--- src/rtl/fpadd_accumulator_if.sv ---
// fpadd_accumulator_if: run control, input stream and result handshake of the accumulator
interface fpadd_accumulator_if #(parameter int CNT_W = 8) ();
  logic             start;
  logic [CNT_W-1:0] len;
  logic             in_valid;
  logic             in_ready;
  logic [31:0]      in_data;
  logic             out_valid;
  logic             out_ready;
  logic [31:0]      sum;
  logic [CNT_W-1:0] count;
  logic             busy;
  modport master (output start, len, in_valid, in_data, out_ready,
                  input in_ready, out_valid, sum, count, busy);
  modport slave  (input start, len, in_valid, in_data, out_ready,
                  output in_ready, out_valid, sum, count, busy);
endinterface

--- src/rtl/fpadd_accumulator.sv ---
// fpadd_accumulator: streaming binary32 accumulator around a combinational fpadd
// fpadd rounds to nearest-even; any NaN operand or Inf-Inf yields quiet NaN 7FC00000
module fpadd (
  input  logic [31:0] a,
  input  logic [31:0] b,
  output logic [31:0] s
);
  logic        w_swap, w_sub, w_nan, w_rnd;
  logic [31:0] w_x, w_y;
  logic [7:0]  w_ex, w_ey, w_d;
  logic [26:0] w_mx, w_my, w_sh, w_al, w_n;
  logic [27:0] w_r;
  logic [9:0]  w_e;
  logic [4:0]  w_lz, w_shl;
  logic [24:0] w_m;
  assign w_swap = b[30:0] > a[30:0];
  assign w_x    = w_swap ? b : a;
  assign w_y    = w_swap ? a : b;
  assign w_ex   = (w_x[30:23] == 8'd0) ? 8'd1 : w_x[30:23];
  assign w_ey   = (w_y[30:23] == 8'd0) ? 8'd1 : w_y[30:23];
  assign w_mx   = {w_x[30:23] != 8'd0, w_x[22:0], 3'b000};
  assign w_my   = {w_y[30:23] != 8'd0, w_y[22:0], 3'b000};
  assign w_d    = w_ex - w_ey;
  // bits shifted out of the smaller operand collapse into the sticky lsb
  assign w_sh   = w_my >> w_d;
  assign w_al   = {w_sh[26:1], w_sh[0] | ((w_sh << w_d) != w_my)};
  assign w_sub  = w_x[31] ^ w_y[31];
  assign w_r    = w_sub ? {1'b0, w_mx} - {1'b0, w_al} : {1'b0, w_mx} + {1'b0, w_al};
  assign w_nan  = (&a[30:23] && |a[22:0]) || (&b[30:23] && |b[22:0]) ||
                  (&a[30:23] && &b[30:23] && (a[31] != b[31]));
  always_comb begin
    w_lz = 5'd27;
    for (int i = 0; i < 27; i++) if (w_r[i]) w_lz = 5'(26 - i);
    w_shl = (10'(w_lz) > 10'(w_ex) - 10'd1) ? 5'(w_ex - 8'd1) : w_lz;
    w_n   = w_r[27] ? {w_r[27:2], |w_r[1:0]} : w_r[26:0] << w_shl;
    w_e   = w_r[27] ? 10'(w_ex) + 10'd1 : 10'(w_ex) - 10'(w_shl);
    w_rnd = w_n[2] & (w_n[3] | w_n[1] | w_n[0]);
    w_m   = {1'b0, w_n[26:3]} + 25'(w_rnd);
    w_e   = w_e + 10'(w_m[24]);
    s = {w_x[31], ((w_m[24] | w_m[23]) ? w_e[7:0] : 8'd0), (w_m[24] ? w_m[23:1] : w_m[22:0])};
    if (w_e >= 10'd255) s = {w_x[31], 8'hFF, 23'd0};
    if (w_r == 28'd0) s = {a[31] & b[31], 31'd0};
    if (&w_x[30:23]) s = w_x;
    if (w_nan) s = 32'h7FC0_0000;
  end
endmodule

module fpadd_accumulator #(parameter int CNT_W = 8) (
  input logic             clk,
  input logic             reset,
  fpadd_accumulator_if.slave bus
);
  typedef enum logic [1:0] {IDLE, ACCUM, DONE} state_t;
  state_t           r_state, w_next;
  logic [31:0]      r_acc, w_nxt;
  logic [CNT_W-1:0] r_count, r_len;
  logic             w_acc;
  fpadd u_fpadd (.a(r_acc), .b(bus.in_data), .s(w_nxt));
  assign w_acc = (r_state == ACCUM) && bus.in_valid;
  always_ff @(posedge clk or negedge reset)
    if (!reset) r_state <= IDLE;
    else r_state <= w_next;
  always_comb begin
    w_next = r_state;
    case (r_state)
      IDLE:    if (bus.start) w_next = (bus.len == '0) ? DONE : ACCUM;
      ACCUM:   if (w_acc && (r_count + CNT_W'(1) == r_len)) w_next = DONE;
      DONE:    if (bus.out_ready) w_next = IDLE;
      default: w_next = IDLE;
    endcase
  end
  always_comb begin
    bus.in_ready  = r_state == ACCUM;
    bus.out_valid = r_state == DONE;
    bus.busy      = r_state != IDLE;
    bus.sum       = r_acc;
    bus.count     = r_count;
  end
  always_ff @(posedge clk or negedge reset)
    if (!reset) begin
      r_acc   <= '0;
      r_count <= '0;
      r_len   <= '0;
    end else if (r_state == IDLE && bus.start) begin
      r_acc   <= '0;
      r_count <= '0;
      r_len   <= bus.len;
    end else if (w_acc) begin
      r_acc   <= w_nxt;
      r_count <= r_count + CNT_W'(1);
    end
endmodule

--- src/flat_wrapper.sv ---
// flat-port wrapper written by rule: the top's interface ports become plain ports
module fpadd_accumulator_flat 
#(parameter int CNT_W = 8)
  (clk, reset, bus_start, bus_len, bus_in_valid, bus_in_data, bus_out_ready, bus_in_ready, bus_out_valid, bus_sum, bus_count, bus_busy);
  fpadd_accumulator_if #(.CNT_W(CNT_W)) bus_i ();
  input logic clk;
  input logic reset;
  input wire logic [$bits(bus_i.start)-1:0] bus_start;
  input wire logic [$bits(bus_i.len)-1:0] bus_len;
  input wire logic [$bits(bus_i.in_valid)-1:0] bus_in_valid;
  input wire logic [$bits(bus_i.in_data)-1:0] bus_in_data;
  input wire logic [$bits(bus_i.out_ready)-1:0] bus_out_ready;
  output wire logic [$bits(bus_i.in_ready)-1:0] bus_in_ready;
  output wire logic [$bits(bus_i.out_valid)-1:0] bus_out_valid;
  output wire logic [$bits(bus_i.sum)-1:0] bus_sum;
  output wire logic [$bits(bus_i.count)-1:0] bus_count;
  output wire logic [$bits(bus_i.busy)-1:0] bus_busy;
  assign bus_i.start = bus_start;
  assign bus_i.len = bus_len;
  assign bus_i.in_valid = bus_in_valid;
  assign bus_i.in_data = bus_in_data;
  assign bus_i.out_ready = bus_out_ready;
  assign bus_in_ready = bus_i.in_ready;
  assign bus_out_valid = bus_i.out_valid;
  assign bus_sum = bus_i.sum;
  assign bus_count = bus_i.count;
  assign bus_busy = bus_i.busy;
  fpadd_accumulator #(.CNT_W(CNT_W)) u_core (.clk(clk), .reset(reset), .bus(bus_i));
endmodule
--- config.mk ---
export PLATFORM = sky130hd
export DESIGN_NAME = fpadd_accumulator_flat
export DESIGN_NICKNAME = d
export VERILOG_FILES = /design/src/rtl/fpadd_accumulator_if.sv /design/src/rtl/fpadd_accumulator.sv /design/src/flat_wrapper.sv
export SDC_FILE = /design/constraint.sdc
export NUM_CORES = 1
export LEC_CHECK = 0
export CORE_ASPECT_RATIO = 0.8
export CORE_MARGIN = 2
export CORE_UTILIZATION = 26
export CTS_BUF_LIST = sky130_fd_sc_hd__clkbuf_4
export CTS_CLUSTER_SIZE = 8
export DETAILED_ROUTE_END_ITERATION = 7
export PLACE_DENSITY_LB_ADDON = 0.25
export SYNTH_ARGS = -nofsm -noshare
export SYNTH_HDL_FRONTEND = slang
export SYNTH_SLANG_ARGS = --single-unit
--- constraint.sdc ---
create_clock -name clk -period 55.8 [get_ports clk]
set_clock_uncertainty 0.1 [all_clocks]
set_input_delay 5.58 -clock clk [delete_from_list [all_inputs] [get_ports clk]]
set_output_delay 5.58 -clock clk [all_outputs]
set_load 0.02 [all_outputs]
==> impl_metrics.env, run 1 <==
export IMPL_die_y_microns=240
export IMPL_grt_overflow=0
export IMPL_post_cts_resized=0
export IMPL_avgSynthCellArea_sq_um=6.89
export IMPL_place_hpwl_microns=83600
export IMPL_synth_fp_nets=2772
export IMPL_core_area_sq_mm=0.0689
export IMPL_dr_first_iter_drc_count=3322
export IMPL_relSlewSlack_pct=8.20
export IMPL_synthCells=2622
export IMPL_hold_viol=0
export IMPL_post_drt_wl_per_cell_microns=30.2
export IMPL_synth_area_top_cells="ha_1, dfrtp_1, nand2_1"
export IMPL_routed_wl_microns=107000
export IMPL_grt_max_degree=70
export IMPL_cts_clk_slew_worst_paths_ns=0.19
export IMPL_crit_fanout=69
export IMPL_port_buffers=87
export IMPL_final_nets=2763
export IMPL_setup_tns_ns=0
export IMPL_worst_pin_slew_ns=1.36
export IMPL_hold_buffers=0
export IMPL_cts_buffers=5
export IMPL_seq_area_frac_synth_pct=6.92
export IMPL_netlist_area_leader_share_pct=7.06
export IMPL_dr_pass1_iters=8
export IMPL_finalCriticalPeriod_ns=30.14
export IMPL_required_ns=56.05
export IMPL_die_area_sq_mm=0.0717
export IMPL_cts_root_buf="clkbuf_4"
export IMPL_yosys_cell_count_top_type="nand2_1"
export IMPL_drv_cap=0
export IMPL_postRouteAntennaNets=0
export IMPL_vias=22827
export IMPL_yosysWarnings=0
export IMPL_setup_viol=0
export IMPL_cts_setup_buffers=0
export IMPL_fmax_mhz=33.2
export IMPL_cts_path_max_buffers=2
export IMPL_drv_slew=0
export IMPL_die_w_microns=299
export IMPL_grt_pass1_vias=21040
export IMPL_yosysTopAreaCell="ha_1"
export IMPL_antenna_found_initial=5
export IMPL_grt_pass1_wl_microns=154000
export IMPL_status="complete, no violations"
export IMPL_synthArstFlopShare_pct=100
export IMPL_max_stage_delay_ns=1.00
export IMPL_rsz0062_at_grt="no"
export IMPL_place_gp_congestion=1.06
export IMPL_routed_via_density=6.45
export IMPL_ys_ff_latch=50
export IMPL_clkLatencyLatePin_ns=0.43
export IMPL_cts_tree="yes"
export IMPL_crit_arrival_ns=30.39
export IMPL_criticalPathCategory="primary input to flip-flop"
export IMPL_area_growth_pct=10.6
export IMPL_drcViolationCount=0
export IMPL_critPathCaptureType="flip-flop"
export IMPL_clkSinkCount=50
export IMPL_finalCritPeriodShare_pct=54.0
export IMPL_rows=86
export IMPL_ioPinCount=88
export IMPL_synth_edf_count=0
export IMPL_slowest_stage="a2111oi_0"
export IMPL_start_util_pct=26.2
export IMPL_post_route_cells_drive_above_1_share_pct=9.79
export IMPL_hp_class="flip-flop to flip-flop"
export IMPL_synth_common_cells="nand2_1, nor2_1, a21oi_1"
export IMPL_track_usage_pct=28.7
export IMPL_synth_top_flop_cell="dfrtp_1"
export IMPL_htree_levels=2
export IMPL_syn_area_sq_mm=0.0181
export IMPL_synth_cell_types=131
export IMPL_cp_start_kind="primary input"
[through the flow]
| step | cell area [sq um] | cells | hold slack (ns) | utilization, % | worst slack, ns |
|---|---|---|---|---|---|
| final | 20000 | 3541 | 0.450 | 29.0 | 25.66 |
| after global routing | 20000 | 3538 | 0.474 | 29.0 | 24.82 |
| after CTS | 20000 | 3538 | 0.458 | 29.0 | 27.06 |
| after detailed placement | 19900 | 3530 | 0.416 | 28.9 | 26.75 |
| after global placement | 19900 | 3530 | 0.417 | 28.9 | 27.05 |
| after floorplan | 18100 | 2622 | 0.401 | - | 32.38 |
[routing by layer]
| metal | track usage [%] | routed length [microns] |
|---|---|---|
| met3 | 11.5 | 15500 |
| met1 | 41.5 | 47800 |
| met4 | 6.56 | 2670 |
| met5 | 0 | 33 |
| met2 | 39.0 | 41000 |
[flip-flops by register name, summed over array words and instances, names as in the netlist]
signal            count
u_core.bus.sum       32
u_core.bus.count      8
u_core.r_len          8
u_core.r_state        2
[worst max-delay path: cells and delay by family]
family                   cells  cell delay (ns)
adder cells (fa/ha/maj)      6             2.00
buffers and inverters       11             4.16
AND/OR/NAND/NOR             27             7.85
XOR/XNOR                     1             0.17
AO/OA/AOI/OAI               27             9.24
multiplexers                 3             1.18
[area by class of cell]
cell class | instances | area [sq um]
inverters | 109 | 409
repair buffers | 157 | 1390
diodes | 3 | 7.51
clock buffers | 5 | 37.5
flip-flops and latches | 50 | 1250
clock inverters | 3 | 28.8
fillers | 7731 | 48900
well taps | 924 | 1160
multi-input cells | 2290 | 15700
[layout by cell type, fill, tap and decap left out, drive strengths merged, types with 12 or more instances in the layout]
master         netlist  routed
a2111oi             13      13
a211o               13      13
a211oi              50      50
a21o                26      26
a21oi              190     190
a221o               14      14
a221oi              16      16
a22oi               24      24
a31oi               34      34
and2                31      31
and3                34      34
buf                 89      71
clkdlybuf4s50        0      86
dfrtp               50      50
ha                 102     102
inv                108     110
mux2                35      35
mux2i               94      94
mux4                29      29
nand2              306     306
nand2b              22      22
nand3              101     101
nand4               49      49
nor2               262     262
nor2b               17      17
nor3                95      95
nor4                37      37
o211a               12      12
o211ai              48      48
o21a                20      20
o21ai              208     208
o22ai               25      25
o31ai               26      26
or2                 22      22
or3                 29      29
or4                 13      13
xnor2               55      55
xor2                29      29
[cell families (layout without fill, tap and decap cells)]
kind of cell / count (synthesis) / in the layout / share of synthesized area (%)
flip-flops: 50 / 50 / 6.92
XOR/XNOR: 84 / 84 / 4.07
buffers and inverters: 282 / 274 / 6.66
other: 0 / 3 / 0
AO/OA/AOI/OAI: 888 / 888 / 34.6
AND/OR/NAND/NOR: 1053 / 1053 / 29.1
adder cells (fa/ha/maj): 107 / 107 / 7.50
multiplexers: 158 / 158 / 11.1
[worst paths after layout]
| check | start | end | slack (ns) | cells past startpoint |
|---|---|---|---|---|
| max | bus_in_data[14] | u_core.bus.sum[10] | 25.66 | 75 |
| min | u_core.r_len[5] | u_core.r_len[5] | 0.45 | 1 |
| max reg2reg | u_core.bus.sum[14] | u_core.bus.sum[10] | 30.53 | 75 |
| min reg2reg | u_core.r_len[5] | u_core.r_len[5] | 0.45 | 1 |
| max in group asynchronous | reset | u_core.bus.sum[20] | 50.00 | 2 |
| min in group asynchronous | reset | u_core.r_len[4] | 5.12 | 2 |
Power of run 1 is left out: the tool's default activity adds up to more than one toggle a clock period on the data nets, which glitch-free logic cannot reach.
==> run 2: changes to the inputs <==
- clock period: 55.8 -> 29.8 ns (I/O delays scaled with it)
==> run 2 against run 1 <==
Effect of this change: the run now ends with max-capacitance violations, max-slew violations left; worst hold slack improved by 0.0052 ns; register-to-register slack got worse by 25 ns; global-route usage increased by 0.55 points; via count increased by 0.11%; setup slack lost 23 ns; sequential share of layout area barely moved; routed wire length up 2.2%; non-clock buffer count rose by 11.
==> impl_metrics.env, run 2 (same netlist as run 1, synthesis figures left out) <==
export IMPL_dr_pass1_iters=8
export IMPL_post_route_cells_drive_above_1_share_pct=10.1
export IMPL_cts_path_max_buffers=2
export IMPL_cts_tree="yes"
export IMPL_finalCriticalPeriod_ns=27.06
export IMPL_fmax_mhz=37.0
export IMPL_holdPathStages=1
export IMPL_grt_overflow=0
export IMPL_dr_first_iter_drc_count=3427
export IMPL_required_ns=30.04
export IMPL_use_met2_pct=40.2
export IMPL_r2r_cells=73
export IMPL_hp_class="flip-flop to flip-flop"
export IMPL_clkSinkCount=50
export IMPL_holdPathEnd="u_core.r_len[4]"
export IMPL_status="complete, but fails checks"
export IMPL_finalCritPeriodShare_pct=90.8
export IMPL_dp_slack_ns=3.36
export IMPL_nFillCells=7699
export IMPL_r2r_end="u_core.bus.sum[3]"
export IMPL_post_cts_resized=0
export IMPL_drcViolationCount=0
export IMPL_slowest_stage="nor2_1"
export IMPL_max_stage_delay_ns=1.10
export IMPL_setup_slack_ns=2.74
export IMPL_die_w_microns=299
export IMPL_cts_setup_buffers=0
export IMPL_area_growth_pct=11.0
export IMPL_crit_arrival_ns=27.29
export IMPL_grt_busiest_layer="met1"
export IMPL_cts_buffers=5
export IMPL_hold_buffers=0
export IMPL_r2r_start="u_core.bus.sum[4]"
export IMPL_cp_start_kind="primary input"
export IMPL_core_area_sq_mm=0.0689
export IMPL_port_buffers=87
export IMPL_htree_levels=2
export IMPL_final_cell_mix="nand2_1, nor2_1, a21oi_1"
export IMPL_start_util_pct=26.2
export IMPL_met3_usage_pct=10.5
export IMPL_min_delay_start="u_core.r_len[4]"
export IMPL_routed_via_density=6.44
export IMPL_cts_clk_slew_worst_paths_ns=0.17
export IMPL_largest_register_ffs=32
export IMPL_antenna_found_initial=2
export IMPL_mostFrequentLayoutCell="nand2_1"
export IMPL_drv_cap=1
export IMPL_criticalPathCategory="primary input to flip-flop"
export IMPL_antenna_cells=0
export IMPL_die_area_sq_mm=0.0717
export IMPL_finalNonFillerCells=3549
export IMPL_worst_pin_slew_ns=1.49
export IMPL_timing_hold_ws_ns=0.455
export IMPL_drv_slew=1
export IMPL_vias=22853
export IMPL_clkLatencyLatePin_ns=0.42
export IMPL_grt_max_degree=71
export IMPL_post_drt_wl_per_cell_microns=30.8
export IMPL_track_usage_pct=29.3
export IMPL_hold_viol=0
export IMPL_final_nets=2774
export IMPL_place_gp_congestion=1.04
export IMPL_routed_wl_microns=109000
export IMPL_place_hpwl_microns=85300
export IMPL_grt_pass1_vias=20812
export IMPL_postRouteAntennaNets=0
export IMPL_grt_pass1_wl_microns=156000
export IMPL_critPathCaptureType="flip-flop"
export IMPL_placedCellCount=3541
export IMPL_setup_viol=0
export IMPL_setup_tns_ns=0
export IMPL_met1_usage_pct=42.7
export IMPL_rows=86
export IMPL_ioPinCount=88
export IMPL_violations="max-capacitance violations, max-slew violations"
export IMPL_crit_fanout=52
export IMPL_relSlewSlack_pct=-0.0345
export IMPL_cts_root_buf="clkbuf_4"
export IMPL_die_y_microns=240
export IMPL_regToRegSetupSlack_ns=5.05
export IMPL_rsz0062_at_grt="no"
run 2: how the worst max path moves through the flow:
stage,start,to,slack (ns),cells past startpoint
2_1_floorplan,bus_in_data[30],u_core.bus.sum[19],8.98,81
3_3_place_gp,bus_in_data[22],u_core.bus.sum[4],3.70,74
3_5_place_dp,bus_in_data[14],u_core.bus.sum[6],3.36,72
4_1_cts,bus_in_data[14],u_core.bus.sum[3],3.72,72
5_1_grt,bus_in_data[14],u_core.bus.sum[6],1.62,73
6_report,bus_in_data[14],u_core.bus.sum[3],2.74,73
run 2: layer usage:
layer | up-vias | routed length, microns
li1 | 9969 | -
met5 | - | 0
met4 | 0 | 2820
met3 | 142 | 14900
met2 | 1543 | 42600
met1 | 11199 | 49100
run 2: final cells by class:
type | instances | area [sq um] | share of cell area, %
clock buffer | 5 | 37.5 | 0.187
clock inverter | 3 | 20.0 | 0.0998
inverter | 109 | 409 | 2.04
multi-input combinational | 2290 | 15700 | 78.3
sequential | 50 | 1250 | 6.23
tap | 924 | 1160 | 5.76
timing repair buffer | 168 | 1490 | 7.41
run 2: through the flow:
| step | util, % | instance area (sq um) |
|---|---|---|
| finish | 29.1 | 20100 |
| detailed placement | 29.1 | 20000 |
| floorplan | - | 18100 |
| global placement | 29.1 | 20000 |
| CTS | 29.1 | 20100 |
| global route | 29.1 | 20100 |
run 2: critical path, delay by kind of cell:
| family | cells | cell delay [ns] |
|---|---|---|
| xor gates and xnor gates | 1 | 0.18 |
| adders and majority gates | 7 | 2.72 |
| AOI/OAI and AO/OA | 26 | 8.08 |
| buffers and inverters | 7 | 2.52 |
| and+or+nand+nor | 31 | 10.20 |
| muxes | 1 | 0.47 |
Power of run 2 is left out for the same reason.
==> patch, RTL diff (config.mk and constraints of run 2) <==
`CNT_W` is set to 8 in 3 places; all go to 10.
--- a/src/rtl/fpadd_accumulator_if.sv
+++ b/src/rtl/fpadd_accumulator_if.sv
@@ -1,3 +1,3 @@
 // fpadd_accumulator_if: run control, input stream and result handshake of the accumulator
-interface fpadd_accumulator_if #(parameter int CNT_W = 8) ();
+interface fpadd_accumulator_if #(parameter int CNT_W = 10) ();
   logic             start;
--- a/src/rtl/fpadd_accumulator.sv
+++ b/src/rtl/fpadd_accumulator.sv
@@ -47,3 +47,3 @@
 
-module fpadd_accumulator #(parameter int CNT_W = 8) (
+module fpadd_accumulator #(parameter int CNT_W = 10) (
   input logic             clk,
--- a/src/flat_wrapper.sv
+++ b/src/flat_wrapper.sv
@@ -2,3 +2,3 @@
 module fpadd_accumulator_flat 
-#(parameter int CNT_W = 8)
+#(parameter int CNT_W = 10)
   (clk, reset, bus_start, bus_len, bus_in_valid, bus_in_data, bus_out_ready, bus_in_ready, bus_out_valid, bus_sum, bus_count, bus_busy);
Interface: changed (resized bus_count and bus_len); port bits go from 88 to 92. No check against the original RTL was run, so the function may have changed too.
==> patch against run 2 <==
The run ends with DRC left; final area decreased by 5.2%; critical path type unchanged; synthesized area decreased by 5.0%; largest cell class unchanged; routed wire length decreased by 10%; sequential cell count increased by 4; critical endpoint is now u_core.bus.sum[20]; setup slack improved by 1.6 ns.
Power is left out: the tool's default activity adds up to more than one toggle a clock period on the data nets, which glitch-free logic cannot reach.
==> patch: results (changes against run 2) <==
Status: finished, violations left
Failing checks: DRC
Post-synth top cells: nand2_1 (269), nor2_1 (254), a21oi_1 (205)
Critical Path AT: 25.65 ns (-1.64 ns)
First-pass GRT wire length: 142200 microns (-8.6%)
Total global-route track usage: 27.68% (-1.6 points)
Number of fill cells in the layout: 7368 (-4.3%)
Placed cells: 3398 (-4.0%)
Clk Latency, worst-skew pair: 0.38 ns (-0.04 ns)
Worst path slowest cell: nor4_2
CP Max Fanout: 36 (-31%)
Largest net degree at the start of global routing: 66 (-7.0%)
Initial drt markers: 3233 (-5.7%)
Netlist cell types: 117 (-11%)
Routed vias/inst: 6.409 (-0.47%)
Global placer's final weighted congestion: 0.9971 (-4.1%)
Met3 usage: 7.146% (-3.4 points)
Vias: 21840 (-4.5%)
Vias in the first global route: 20200 (-2.9%)
Mapped Nets: 2706 (-2.4%)
DRC violations left: 5 (+5)
Post-Route WL: 98190 microns (-10%)
Slew headroom: 15.14% (+15 points)
Adder-cell area share of the yosys netlist: 7.836% (+0.33 points)
Met1 Usage GRT: 39.10% (-3.6 points)
DP Area: 18970 sq um (-5.2%)
Initial antenna violation count: 4 (+2)
Compound-gate portion of the synthesized area: 35.04% (+0.41 points)
Delay-heaviest family, CP: simple AND/OR/NAND/NOR gates
Grt met2 use: 40.62% (+0.40 points)
IO Port Bufs: 91 (+4.6%)
CP peak stage delay: 0.92 ns (-0.18 ns)
[patch: cell types whose count changed after synthesis, moves of 12 or more]
cell / change
a22oi_1: -17
inv_1: +16
a22o_1: +12
buf_2: -21
mux2i_1: -26
nand2_1: -34
clkbuf_1: +15
a21oi_1: +16
[patch: path summary, 6_finish.rpt]
check	start	to	slack, ns	depth (start not counted)
max in group asynchronous	reset	u_core.r_len[2]	26.54	2
worst min register to register	u_core.r_len[3]	u_core.r_len[3]	0.45	1
min in group asynchronous	reset	u_core.bus.sum[18]	2.60	2
worst min-delay path	u_core.r_len[3]	u_core.r_len[3]	0.45	1
worst max-delay path	bus_in_data[11]	u_core.bus.sum[20]	4.38	70
worst max register to register	u_core.bus.sum[4]	u_core.bus.sum[20]	6.75	70
[patch: layer usage]
metal  routed length (microns)  vias up  share of wire (%)
met4                      3782        0                3.9
met5                         0        -                  0
li1                          -     9693                  -
met1                     43270    10670                 44
met3                     10920      196                 11
met2                     40220     1277                 41
[patch: kinds of logic (layout without fill, tap and decap cells)]
kind of cell / count (synthesis) / after routing
AO/OA/AOI/OAI: 884 / 884
XOR/XNOR: 88 / 88
adder cells (fa/ha/maj): 106 / 106
buffers and inverters: 285 / 277
flip-flops: 54 / 54
multiplexers: 126 / 126
other: 0 / 1
AND/OR/NAND/NOR: 1011 / 1011
[patch: area by class of cell]
class,count,area [sq um],share of cell area [%]
timing repair buffer,145,1311,6.891
inverter,124,467.9,2.459
sequential,54,1351,7.101
tap,860,1076,5.655
antenna,1,2.502,0.01315
clock inverter,3,21.27,0.1118
multi-input combinational,2215,14760,77.57
clock buffer,5,37.54,0.1973
